$ cat config.mk
export PLATFORM = sky130hd
export DESIGN_NAME = multicycle_control_unit
export DESIGN_NICKNAME = d
export VERILOG_FILES = /design/src/rtl/multicycle_control_unit.sv
export SDC_FILE = /design/constraint.sdc
export NUM_CORES = 1
export LEC_CHECK = 0
export CAP_MARGIN = 40
export CORE_MARGIN = 1
export CORE_UTILIZATION = 30
export DETAILED_ROUTE_END_ITERATION = 12
export GPL_ROUTABILITY_DRIVEN = 1
export PLACE_DENSITY = 0.61
export SLEW_MARGIN = 20
export SYNTH_ARGS = -nofsm -noshare
export SYNTH_HDL_FRONTEND = slang
export SYNTH_SLANG_ARGS = --single-unit
export TNS_END_PERCENT = 10
$ cat constraint.sdc
create_clock -name clk -period 2 [get_ports clk]
set_input_delay 0.3 -clock clk [delete_from_list [all_inputs] [get_ports clk]]
set_output_delay 0.3 -clock clk [all_outputs]
set_load 0.1 [all_outputs]
$ cat src/rtl/multicycle_control_unit.sv
// Multi-cycle main control FSM: latches one instruction per handshake, steps it
// through DECODE/EXEC/WB (or TRAP), and drives the ALU and register-file controls.
module multicycle_control_unit #(
    parameter int COUNT_WIDTH = 16
) (
    input  logic                   clk,
    input  logic                   reset,
    input  logic                   instr_valid_i,
    input  logic [31:0]            instr_i,
    output logic                   instr_ready_o,
    output logic [2:0]             alu_op_o,
    output logic [5:0]             alu_function_o,
    output logic                   alu_src_o,
    output logic                   reg_dst_o,
    output logic                   reg_write_o,
    output logic [4:0]             rs_o,
    output logic [4:0]             rt_o,
    output logic [4:0]             write_reg_o,
    output logic [15:0]            imm_o,
    output logic                   illegal_o,
    output logic [COUNT_WIDTH-1:0] retired_count_o,
    output logic [COUNT_WIDTH-1:0] illegal_count_o
);

    typedef enum logic [2:0] {
        S_FETCH,
        S_DECODE,
        S_EXEC,
        S_WB,
        S_TRAP
    } state_t;

    localparam logic [5:0] OP_RTYPE   = 6'b000000;
    localparam logic [5:0] OP_ADDI    = 6'b001000;
    localparam logic [5:0] OP_LUI     = 6'b001111;
    localparam logic [5:0] OP_ORI     = 6'b001101;
    localparam logic [5:0] FUNCT_ADD  = 6'b100000;
    localparam logic [5:0] FUNCT_SUB  = 6'b100010;
    localparam logic [5:0] FUNCT_OR   = 6'b100101;

    state_t                 state_q, state_d;
    logic [31:0]            ir_q, ir_d;
    logic [COUNT_WIDTH-1:0] retired_q, retired_d;
    logic [COUNT_WIDTH-1:0] illegal_cnt_q, illegal_cnt_d;

    logic [5:0] opcode;
    logic [5:0] funct;
    logic       cls_legal;
    logic [2:0] cls_alu_op;
    logic       cls_alu_src;
    logic       cls_reg_dst;
    logic       exec_phase;

    assign opcode = ir_q[31:26];
    assign funct  = ir_q[5:0];

    // Instruction classification from the instruction register.
    always_comb begin
        // NOTE: every always_comb output gets a default first so no path can infer a latch.
        cls_legal   = 1'b0;
        cls_alu_op  = 3'b000;
        cls_alu_src = 1'b0;
        cls_reg_dst = 1'b0;
        case (opcode)
            OP_RTYPE: begin
                if (funct == FUNCT_ADD || funct == FUNCT_SUB || funct == FUNCT_OR) begin
                    cls_legal   = 1'b1;
                    cls_alu_op  = 3'b111;
                    cls_reg_dst = 1'b1;
                end
            end
            OP_ADDI: begin
                cls_legal   = 1'b1;
                cls_alu_op  = 3'b100;
                cls_alu_src = 1'b1;
            end
            OP_LUI: begin
                cls_legal   = 1'b1;
                cls_alu_op  = 3'b001;
                cls_alu_src = 1'b1;
            end
            OP_ORI: begin
                cls_legal   = 1'b1;
                cls_alu_op  = 3'b010;
                cls_alu_src = 1'b1;
            end
            default: ;
        endcase
    end

    always_comb begin
        state_d       = state_q;
        ir_d          = ir_q;
        retired_d     = retired_q;
        illegal_cnt_d = illegal_cnt_q;
        case (state_q)
            S_FETCH: begin
                if (instr_valid_i) begin
                    ir_d    = instr_i;
                    state_d = S_DECODE;
                end
            end
            S_DECODE: state_d = cls_legal ? S_EXEC : S_TRAP;
            S_EXEC:   state_d = S_WB;
            S_WB: begin
                retired_d = retired_q + COUNT_WIDTH'(1);
                state_d   = S_FETCH;
            end
            S_TRAP: begin
                illegal_cnt_d = illegal_cnt_q + COUNT_WIDTH'(1);
                state_d       = S_FETCH;
            end
            default: state_d = S_FETCH;
        endcase
    end

    // Control values are held identical across EXEC and WB; strobes are masked by reset.
    assign exec_phase = (state_q == S_EXEC) || (state_q == S_WB);

    always_comb begin
        instr_ready_o  = !reset && (state_q == S_FETCH);
        alu_op_o       = (exec_phase && !reset) ? cls_alu_op : 3'b000;
        alu_src_o      = exec_phase && cls_alu_src;
        reg_dst_o      = exec_phase && cls_reg_dst;
        reg_write_o    = !reset && (state_q == S_WB);
        illegal_o      = !reset && (state_q == S_TRAP);
        alu_function_o = (opcode == OP_RTYPE) ? funct : 6'b000000;
        rs_o           = ir_q[25:21];
        rt_o           = ir_q[20:16];
        imm_o          = ir_q[15:0];
        write_reg_o    = reg_dst_o ? ir_q[15:11] : ir_q[20:16];
    end

    always_ff @(posedge clk) begin
        // NOTE: sequential state uses non-blocking assignments so all flops update together.
        if (reset) begin
            state_q       <= S_FETCH;
            ir_q          <= '0;
            retired_q     <= '0;
            illegal_cnt_q <= '0;
        end else begin
            state_q       <= state_d;
            ir_q          <= ir_d;
            retired_q     <= retired_d;
            illegal_cnt_q <= illegal_cnt_d;
        end
    end

    assign retired_count_o = retired_q;
    assign illegal_count_o = illegal_cnt_q;

endmodule
==> implementation parameters <==
Parameter                              Value

Pwr
  Proportion of power drawn by the clock network    33.2%
  Share of power burned in combinational logic    24.8%
  Internal power consumption    2.26 mW
  Worst ir drop on vdd    0.000392 V
  Total power per unit cell area    710 nW/um^2
  Static leakage    1.91 nW
  Post-route total power    3.40 mW
  Portion of total power attributed to sequential cells    42.1%
  Switching Fraction    33.5%
  Power spent charging and discharging nets    1.14 mW

Worst setup path
  Cell Chain, Critical Path    nor3_4 -> nand3_2 -> or4_4 -> buf_8 -> a21oi_4 -> buf_12
  WP buf/inv    2
  Setup crit start kind    register
  Crit path max-delay family    simple AND/OR/NAND/NOR gates
  Worst endpoint required time    1.70 ns
  Worst reg2reg startpoint    state_q[2]
  Slowest stage cell on the critical path    or4_4
  Capture point of the worst reg-to-reg path    illegal_count_o[15]
  Critical Path End Type    output pin
  Maximum fanout count along the critical path    6
  Delay of the slowest critical-path stage    0.50 ns
  Arrival time at the worst endpoint    2.00 ns
  Number of cells on the worst reg-to-reg path    5
  Worst reg-to-reg setup slack    0.18 ns
  CP Depth    6
  Start-to-end type of the worst setup path    reg -> out

STA
  Final period demand of the worst path    2.30 ns
  Maximum clock frequency    0.435 GHz
  Worst max-slew margin expressed relative to the limit    74.6%
  Setup violation total in the final timing report    9
  Layout Skew    0.0111 ns
  Final max-slew violation count    0
  Post-route worst setup slack    -0.296 ns
  Fraction of the cycle the final worst path needs    115%
  Worst slew pin tran    0.381 ns
  Setup repair after global routing missed its margin    true
  Final Hold Vio Count    0

GRT
  Pin count of the biggest net entering global routing    36
  Global-route wire length before repair    14.1 mm
  Via count of the first global-routing pass    2,882
  Grt ovf    0
  GRT Util Overall    16.0%
  Antenna violations before repair    0

Routing
  Wire length per cell after detailed routing    13.5 um
  Post-detailed-route DRC marker count    0
  Per-cell via count in the routed design    4.72
  1st-pass router iterations    4
  Drt initial violations    48
  Count of vias placed by the detailed router    2,959
  Antenna Nets Post-Route    0
  Wire length after detailed routing    8.47 mm

Floorplan
  Die Outline Area    10,800 sq um
  Initial core utilization    31.5%
  Floorplan core area    9910 sq um
  I/O pin cnt    112
  Horizontal die dimension    104 um
  DIE HEIGHT    104 um
  Standard-cell rows    36

Place
  Placer congestion estimate    0.767
  Number of port buffers    111
  Final HPWL from detailed placement    6.12 mm
  Dpl cells    608
  Post-DP Area    4500 sq um

Finish
  Number of antenna cells inserted    0
  Nets    526
  Count of fill cells added during filler insertion    993
  Most common cell after layout, fill and taps aside    buf_4
  Fraction of layout cells with a size suffix above 1    31.6%
  Area grow syn2layout    53.5%
  Final design instance area without fill    4790 sq um
  Most frequent cells in the layout    buf_4, nand2_1, dfxtp_1
  Non-Filler Instances    627

Yosys
  Yosys warning total    0
  Number of distinct library cell variants in the gate-level netlist after synthesis    40
  Post-Synth Adder-Cell Area    0.803%
  Fraction of registers with async set/reset    0%
  Primary flip-flop cell chosen by synthesis mapping    dfxtp_1
  Share of synthesized area spent on multiplexers    3.17%
  Proportion of synthesized chip area in sequential cells    43.0%
  Combinational family with the most area after synthesis    simple AND/OR/NAND/NOR gates
  Flops & latches, synth    67
  Post-Synth Simple-Gate Area    28.5%
  Number of enable-type register cells in the synthesized netlist    0
  Post-synthesis instance total    386
  Post-synthesis compound-gate area fraction    9.07%
  Post-synthesis share of cell area spent on xor and xnor gates    5.90%
  Synthesized cell area    3120 sq um
  Nets in the synthesized netlist    423
  Avg Cell Area, Syn    8.08 sq um

Hold path
  Class of the worst hold path    reg -> reg
  Hold Path Origin    ir_q[25]
  Cell depth of the worst min-delay path    2
  Endpoint of the worst hold path    ir_q[25]

Clocking
  Clock Root Buffer    clkbuf_8
  Longest Clk Path Bufs    2
  Cts-stage hold buffer count    0
  CTS H-Tree Depth    3
  Source-to-sink clock delay at the later pin of the worst-skew pair    0.33 ns
  # clock sinks    67
  TritonCTS clock tree    built
  Clock transition at the registers of the reported paths    0.08 ns
  Number of clock buffers inserted by TritonCTS    9

Status
  Violations in the final reports    negative setup slack
  Run status    finished with violations

Flow run
  Max cap viols    0
[cells in the mapped netlist, types with 2 or more instances]
cell,n,area share (%)
mux2_2,7,2.5
nand2_1,72,8.7
nor4_1,6,1.2
xnor2_1,11,3.1
o31ai_1,2,0.48
nand3b_1,2,0.48
nor3_2,2,0.64
mux2i_1,2,0.64
nor2b_1,3,0.60
buf_1,3,0.36
nor4b_1,3,0.84
o21ai_0,6,0.96
xor2_1,10,2.8
nand2b_1,2,0.40
buf_4,26,6.3
and3_1,10,2.0
nand3_1,13,2.1
or3_1,7,1.4
inv_1,2,0.24
buf_2,2,0.32
a21oi_1,43,6.9
nand4_1,9,1.8
ha_1,2,0.80
or4_1,3,0.72
clkbuf_1,20,2.4
dfxtp_1,67,43
nor2_1,32,3.9
nor3_1,5,0.80
and4_1,3,0.84
[kinds of logic (layout without fill, tap and decap cells)]
group,count (synthesis),after routing
xor gates and xnor gates,21,21
adders and majority gates,2,2
AOI/OAI and AO/OA,54,54
and+or+nand+nor,180,180
buffers and inverters,53,161
DFF,67,67
muxes,9,9
[worst max-delay path by stage]
stage                        from             endpoint  slack (ns)
2_1_floorplan  illegal_count_o[2]  illegal_count_o[15]       -0.43
3_3_place_gp             ir_q[28]       write_reg_o[2]        0.04
3_5_place_dp             ir_q[31]       write_reg_o[4]        0.03
4_1_cts                  ir_q[26]       write_reg_o[4]       -0.31
5_1_grt                  ir_q[29]          alu_op_o[2]       -0.39
6_report                 ir_q[29]          alu_op_o[2]       -0.30
[layout make-up]
cell class / count / area (sq um) / share of cell area, %
clock buffer: 11 / 141 / 2.95
clock inverter: 5 / 52.6 / 1.10
inverter: 2 / 7.51 / 0.157
multi-input combinational: 266 / 1620 / 33.9
sequential: 67 / 1350 / 28.2
tap: 133 / 166 / 3.48
timing repair buffer: 143 / 1450 / 30.2
[power by group through the flow]
stage                     combinational [mW]  clock, mW  sequential [mW]
final                                  0.842       1.13             1.43
after global routing                   0.882       1.24             1.44
after CTS                              0.840       1.17             1.43
after detailed placement               0.826          0             1.46
after global placement                 0.823          0             1.46
after floorplan                        0.597          0             1.45
[per-stage QoR]
step	TNS [ns]	setup WS (ns)	hold WS (ns)	utilization, %
after floorplan	-6.36	-0.428	0.436	-
after global placement	0	0.0431	0.444	45.5
after detailed placement	0	0.0321	0.450	45.5
after CTS	-2.70	-0.314	0.446	47.9
after global routing	-3.37	-0.393	0.461	48.3
final	-2.43	-0.296	0.461	48.3
[routing by layer]
metal  GRT usage (%)  vias to the layer above  part of all wire [%]
li1                -                     1485                     -
met1            19.4                     1385                    44
met5               0                        -                     0
met3            6.58                        2                   7.7
met2            26.4                       87                    48
met4            3.67                        0                  0.30
[state kept, by name, indices dropped and copies added (netlist names)]
name / flops
state_q: 3
ir_q: 32
illegal_count_o: 16
retired_count_o: 16
[tightest hold or removal path, delay by kind of cell, from the launching register on]
| family | cells | cell delay, ns |
|---|---|---|
| and+or+nand+nor | 1 | 0.05 |
| DFF | 1 | 0.31 |
| AOI/OAI and AO/OA | 1 | 0.05 |
[timing repair]
item / 4_1_cts / 5_1_grt
resized for setup: 12 / 9
setup endpoints to repair: 10 / 11
pin swaps: 2 / 2
setup buffers: 2 / 1
(Power assumes the default switching activity.)
